<file path="src/rtl/mult_sequencer.sv">
// mult_sequencer
// ---------------------------------------------------------------------------
// Control sequencer for a shift-and-add multiplier datapath. One operation
// is LOAD, then WIDTH rounds of TEST -> [ADD] -> SHIFT, then a one-cycle
// DONE pulse. ADD is entered only when the multiplier LSB (X0) is 1 in TEST.
//
// Ports
//   CLK    in   rising-edge clock
//   reset  in   asynchronous active-low reset
//   start  in   operation request, honoured in IDLE only
//   abort  in   synchronous cancel of an operation in progress
//   X0     in   multiplier LSB, looked at in TEST only
//   WEN    out  datapath register-file write enable
//   SEL    out  datapath input mux (0 = external operands, 1 = ALU result)
//   FS     out  ALU function: 00 pass, 01 add, 10 shift-right, 11 clear
//   LD     out  load external operands
//   busy   out  high in every state except IDLE
//   done   out  one-cycle completion pulse
// ---------------------------------------------------------------------------
module mult_sequencer #(
  parameter int WIDTH = 8
) (
  input  logic       CLK,
  input  logic       reset,
  input  logic       start,
  input  logic       abort,
  input  logic       X0,
  output logic       WEN,
  output logic       SEL,
  output logic [1:0] FS,
  output logic       LD,
  output logic       busy,
  output logic       done
);

  // Counter must hold 0..WIDTH inclusive.
  localparam int CW = $clog2(WIDTH + 1);
  localparam logic [CW-1:0] LAST_ITER = CW'(WIDTH - 1);

  typedef enum logic [2:0] {
    IDLE  = 3'd0,
    LOAD  = 3'd1,
    TEST  = 3'd2,
    ADD   = 3'd3,
    SHIFT = 3'd4,
    DONE  = 3'd5
  } state_t;

  state_t        state_reg;
  state_t        state_next;
  logic [CW-1:0] count_reg;

  // Output word {WEN, SEL, FS[1:0], LD, busy, done} for a given state.
  // Outputs are registered from the next state, so the output flops always
  // equal this decode of the current state register.
  function automatic logic [6:0] decode(input state_t s);
    case (s)
      LOAD:    decode = 7'b1_0_11_1_1_0;
      TEST:    decode = 7'b0_0_00_0_1_0;
      ADD:     decode = 7'b1_1_01_0_1_0;
      SHIFT:   decode = 7'b1_1_10_0_1_0;
      DONE:    decode = 7'b0_0_00_0_1_1;
      default: decode = 7'b0_0_00_0_0_0;
    endcase
  endfunction

  always_comb begin
    state_next = state_reg;
    case (state_reg)
      IDLE:    if (start && !abort) state_next = LOAD;
      LOAD:    state_next = abort ? IDLE : TEST;
      TEST:    state_next = abort ? IDLE : (X0 ? ADD : SHIFT);
      ADD:     state_next = abort ? IDLE : SHIFT;
      SHIFT:   state_next = abort ? IDLE :
                            ((count_reg == LAST_ITER) ? DONE : TEST);
      // abort is deliberately ignored here so the completion pulse is kept
      DONE:    state_next = IDLE;
      default: state_next = IDLE;
    endcase
  end

  always_ff @(posedge CLK or negedge reset) begin
    if (!reset) begin
      state_reg <= IDLE;
      count_reg <= '0;
      {WEN, SEL, FS, LD, busy, done} <= 7'b0;
    end else begin
      state_reg <= state_next;
      {WEN, SEL, FS, LD, busy, done} <= decode(state_next);
      // SHIFT is only reached with count_reg <= WIDTH-1, so the increment
      // tops out at WIDTH.
      if (state_reg == LOAD) begin
        count_reg <= '0;
      end else if (state_reg == SHIFT) begin
        count_reg <= count_reg + 1'b1;
      end
    end
  end

endmodule

</file>
<file path="config.mk">
export PLATFORM = sky130hd
export DESIGN_NAME = mult_sequencer
export DESIGN_NICKNAME = d
export VERILOG_FILES = /design/src/rtl/mult_sequencer.sv
export SDC_FILE = /design/constraint.sdc
export NUM_CORES = 1
export LEC_CHECK = 0
export ABC_AREA = 1
export BUFFER_PORTS_ARGS = -buffer_cell sky130_fd_sc_hd__buf_4
export CORE_AREA = 2 2 39 41
export DETAILED_ROUTE_END_ITERATION = 10
export DIE_AREA = 0 0 41 43
export PLACE_DENSITY = 0.72
export SYNTH_ARGS = -nofsm -noshare
export SYNTH_HDL_FRONTEND = slang
export SYNTH_SLANG_ARGS = --single-unit
</file>
<file path="constraint.sdc">
create_clock -name CLK -period 1.35 [get_ports CLK]
set_clock_uncertainty 0.1 [all_clocks]
set_input_delay 0.0675 -clock CLK [delete_from_list [all_inputs] [get_ports CLK]]
set_output_delay 0.0675 -clock CLK [all_outputs]
set_load 0.01 [all_outputs]
</file>
# Word-level counts from Yosys, hierarchy flattened
# Cells that the tools add are included.
totals:
  register_bits: 14
  in_bits: 5
  word_cells: 34
op_classes:
  add_sub_neg: 1
  eq_ne: 10
  muxes: 11
  reduce_logical: 4
ops:
  columns: ["op", "count"]
  rows:
  - ["one-hot mux 7 bit (5 select lines)", 1]
  - ["2-to-1 mux 3 bit", 6]
  - ["one-hot mux 3 bit (5 select lines)", 1]
  - ["equality test 3 x 2 -> 1 bit (second input constant)", 4]
  - ["equality test 3 bit (second input constant)", 3]
  - ["2-to-1 mux 4 bit", 2]
  - ["equality test 3 x 1 -> 1 bit (second input constant)", 2]
  - ["adder 4 x 1 -> 4 bit (second input constant)", 1]
  - ["equality test 4 x 3 -> 1 bit (second input constant)", 1]
  - ["zero test 3 bit", 1]
  - ["2-to-1 mux 2 bit", 1]
  - ["nonzero test 2 bit", 1]
  - ["logical AND 1 bit", 1]
  - ["zero test 1 bit", 1]

# Depth between registers and ports, before layout
depth:
  depth_word: 6
  ltp_mapped: 7
  depth_no_buf: 7

# Least setup slack after synthesis
# Ideal clock, no wire load.
synth_timing:
  kind: "register to register"
  start: "reg count_reg[0]"
  end: "reg busy"
  setup_time_ns: 0.120
  t_arrival_ns: 0.956
  slack_ns: 0.174
  stages_incl_launch_ff: 8
  period_less_slack_ns: 1.176
  path_cell_list: "dfrtp_1 ha_1 nand2_1 nor3_1 nand2_2 nand2_2 nor2_1 nand2_1"
synth_between:
  elab_chain_cells: 6
  word_cells_on_any_way: 10
  cone_classes: "eq/ne: 6; mux: 4"
synth_lines:
  columns: ["item", "line_no", "source"]
  rows:
  - ["start: declaration", "51", "logic [CW-1:0] count_reg;"]
  - ["start signal: assignment", "95", "count_reg <= count_reg + 1'b1;"]
  - ["equality test 4 x 3 -> 1 bit (*)", "75", "((count_reg == LAST_ITER) ? DONE : TEST);"]
  - ["2-to-1 mux 3 bit (*)", "75", null]
  - ["2-to-1 mux 3 bit (*)", "74", "SHIFT: state_next = abort ? IDLE :"]
  - ["one-hot mux 3 bit (5 select lines) (*)", "69", "case (state_reg)"]
  - ["net state_next[2]", "50", "state_t state_next;"]
  - ["equality test 3 bit, or another cell as far along", "57", "case (s)"]
  - ["one-hot mux 7 bit (5 select lines) (*)", "57", null]
  - ["end signal: assignment", "89", "{WEN, SEL, FS, LD, busy, done} <= decode(state_next);"]
  - ["end: declaration", "32", "output logic busy,"]
# The timed path passes the listed nets; every way through them passes the cells marked *.
# A chain may end at the register's enable or synchronous reset.

# Worst setup path in the final report
# Ends and elaborated chain as after synthesis.

==> flow_metrics.tcl <==
set metrics [dict create \
    cp_max_fo 4 \
    grtUsageTotal_pct 14.0 \
    synthCells 63 \
    die-area_um2 1760 \
    die_h_um 43 \
    final_cells 96 \
    finalHoldViolCount 0 \
    cp.required_ns 1.41 \
    htreeDepth 1 \
    clk_path_buf_depth 2 \
    worstPathArrival_ns 1.31 \
    worst_pin_slew_ns 0.209 \
    synth_warnings 0 \
    cts_tree "done" \
    nNetsFinal 88 \
    yosysSeqAreaShare_pct 59.6 \
    rsz0062_at_grt "false" \
    place_congestion 0.788 \
    numPlacedInstances 90 \
    area_growth_syn_to_layout_pct 28.7 \
    synth_area_um2 588 \
    synth_commonest_cells "14 x dfrtp_1, 11 x nand2_1, 7 x inv_1, 7 x nand3_1, 6 x nor2_1" \
    synthArstFlopShare_pct 100 \
    crit_path_end_kind "register" \
    grt_max_degree 15 \
    synthesis.area_per_instance_um2 9.33 \
    cts_buffers 3 \
    grt_pass1_wl_um 1710 \
    clk_latency_ns 0.27 \
    vias_per_cell 4.68 \
    clkTransAtPathRegs_ns 0.08 \
    fin_setup_tns_ns 0 \
    routed_wl_um 999 \
    drive_gt1_share_pct 33.8 \
    netlist_top_cells_area "dfrtp_1 60%, nand2_1 7.0%, nand3_1 6.0%" \
    largest_register_ffs 4 \
    worstSetupPathType "register to register" \
    wl_per_cell_um 10.4 \
    outcome "finished, final reports clean" \
    firstDrtPassIters 4 \
    whs_ns 0.0706 \
    cts_sinks 14 \
    drv_cap 0 \
    vias 449 \
    post-route-util_pct 54.7 \
    fp.dieW_um 41 \
    drt-initial-drc-count 4 \
    core_area_um2 1380 \
    synth-edff-count 0 \
    antenna_found_initial 0 \
    io_pins 12 \
    num_antenna_cells 0 \
    grt_overflow 0 \
    initial_core_util_pct 42.5 \
    hp-class "input pin to async pin" \
    yosysTopAreaCellShare_pct 59.6 \
    slew_violations 0 \
    yosysMostFrequentCell "dfrtp_1" \
    drc 0 \
    finalCritPeriodShare_pct 92.6 \
    setup_viol 0 \
    row_count 14 \
    yosysTopAreaCell "dfrtp_1" \
    ir_drop_uv 636 \
    fmax_ghz 0.800 \
    synth-seq-cells 14 \
    cp-start-kind "register" \
    synth_nets 69 \
    p_leak_nw 0.425 \
    first_global_vias 435 \
    power.total_uw 854 \
    synth_cell_types 15 \
    timing.slew.headroom_pct 86.0 \
    period_needed_ns 1.25 \
    cts.root.buffer_cell "clkbuf_4" \
    dp_hpwl_um 739 \
    yosys_most_used_dff "dfrtp_1" \
    ant_nets 0 \
    p_per_area_nw_per_um2 1130 \
    port_buffers 11 \
]
-- power by group --
group	switching, mW	internal (mW)	total [mW]
Sequential	0.0249	0.458	0.483
Clock	0.121	0.103	0.224
Combinational	0.0781	0.0686	0.147
Total	0.224	0.630	0.854
-- layer usage --
layer | track usage [%] | share of wire [%] | vias to the layer above
met5 | 0 | 0 | -
met4 | 8.00 | 0 | 0
met3 | 1.57 | 2.7 | 0
met2 | 19.4 | 47 | 7
met1 | 20.3 | 51 | 205
li1 | - | - | 237
-- placed cells by master (no fill, tap or decap) --
cell type	synthesis	routed
dfrtp_1	14	14
inv_2	1	1
nand2_2	5	6
nand4_1	2	2
nor2_1	6	6
ha_2	0	1
inv_4	1	1
nand3_1	7	7
nor3_2	1	2
clkbuf_4	0	3
nand2_1	11	10
nor2_2	1	1
dlygate4sd3_1	0	3
o21ai_2	0	1
o21ai_0	3	2
inv_1	7	7
a21oi_1	2	2
buf_4	0	11
-- path summary, 6_finish.rpt --
kind / from / endpoint / slack [ns] / cells after the start
min in group CLK: start / LD / 0.07 / 3
worst max-delay path: count_reg[0] / busy / 0.10 / 7
worst min register to register: count_reg[0] / count_reg[0] / 0.41 / 1
worst min-delay path: reset / state_reg[0] / 0.07 / 2
max in group asynchronous: reset / busy / 0.92 / 2
worst max register to register: count_reg[0] / busy / 0.10 / 7
-- layout make-up --
class | instances | area, um2
fillers | 122 | 627
flip-flops and latches | 14 | 350
multi-input cells | 40 | 215
repair buffers | 14 | 113
inverters | 9 | 36.3
clock buffers | 3 | 22.5
well taps | 16 | 20.0
-- metrics by stage --
step                instance area [um2]  setup slack (ns)
floorplan                           588             0.174
global placement                    691            0.0847
detailed placement                  691            0.0679
CTS                                 743            0.0484
global route                        757           0.00237
finish                              757             0.101
-- worst max-delay path, stage by stage, from the launching register on --
cell and delay, ns:
dfrtp_1 0.41, ha_2 0.20, nand2_2 0.09, nor3_2 0.05
nand2_2 0.08, nand2_2 0.06, nor2_1 0.10, nand2_1 0.05
-- timing repair --
action                                  CTS  global route
hold buffers                              3             0
resized for setup                         0             5
endpoints found under the hold margin    16             0
endpoints found under the setup margin    0             2
buffers inserted                          0             0
-- logic make-up after synthesis --
logic type | count (synthesis) | share of synthesized area [%]
adders and majority gates | 1 | 2.13
DFF | 14 | 59.6
buffers and inverters | 9 | 6.17
and+or+nand+nor | 34 | 27.9
AOI/OAI and AO/OA | 5 | 4.25
Power figures use the tool's default switching activity.
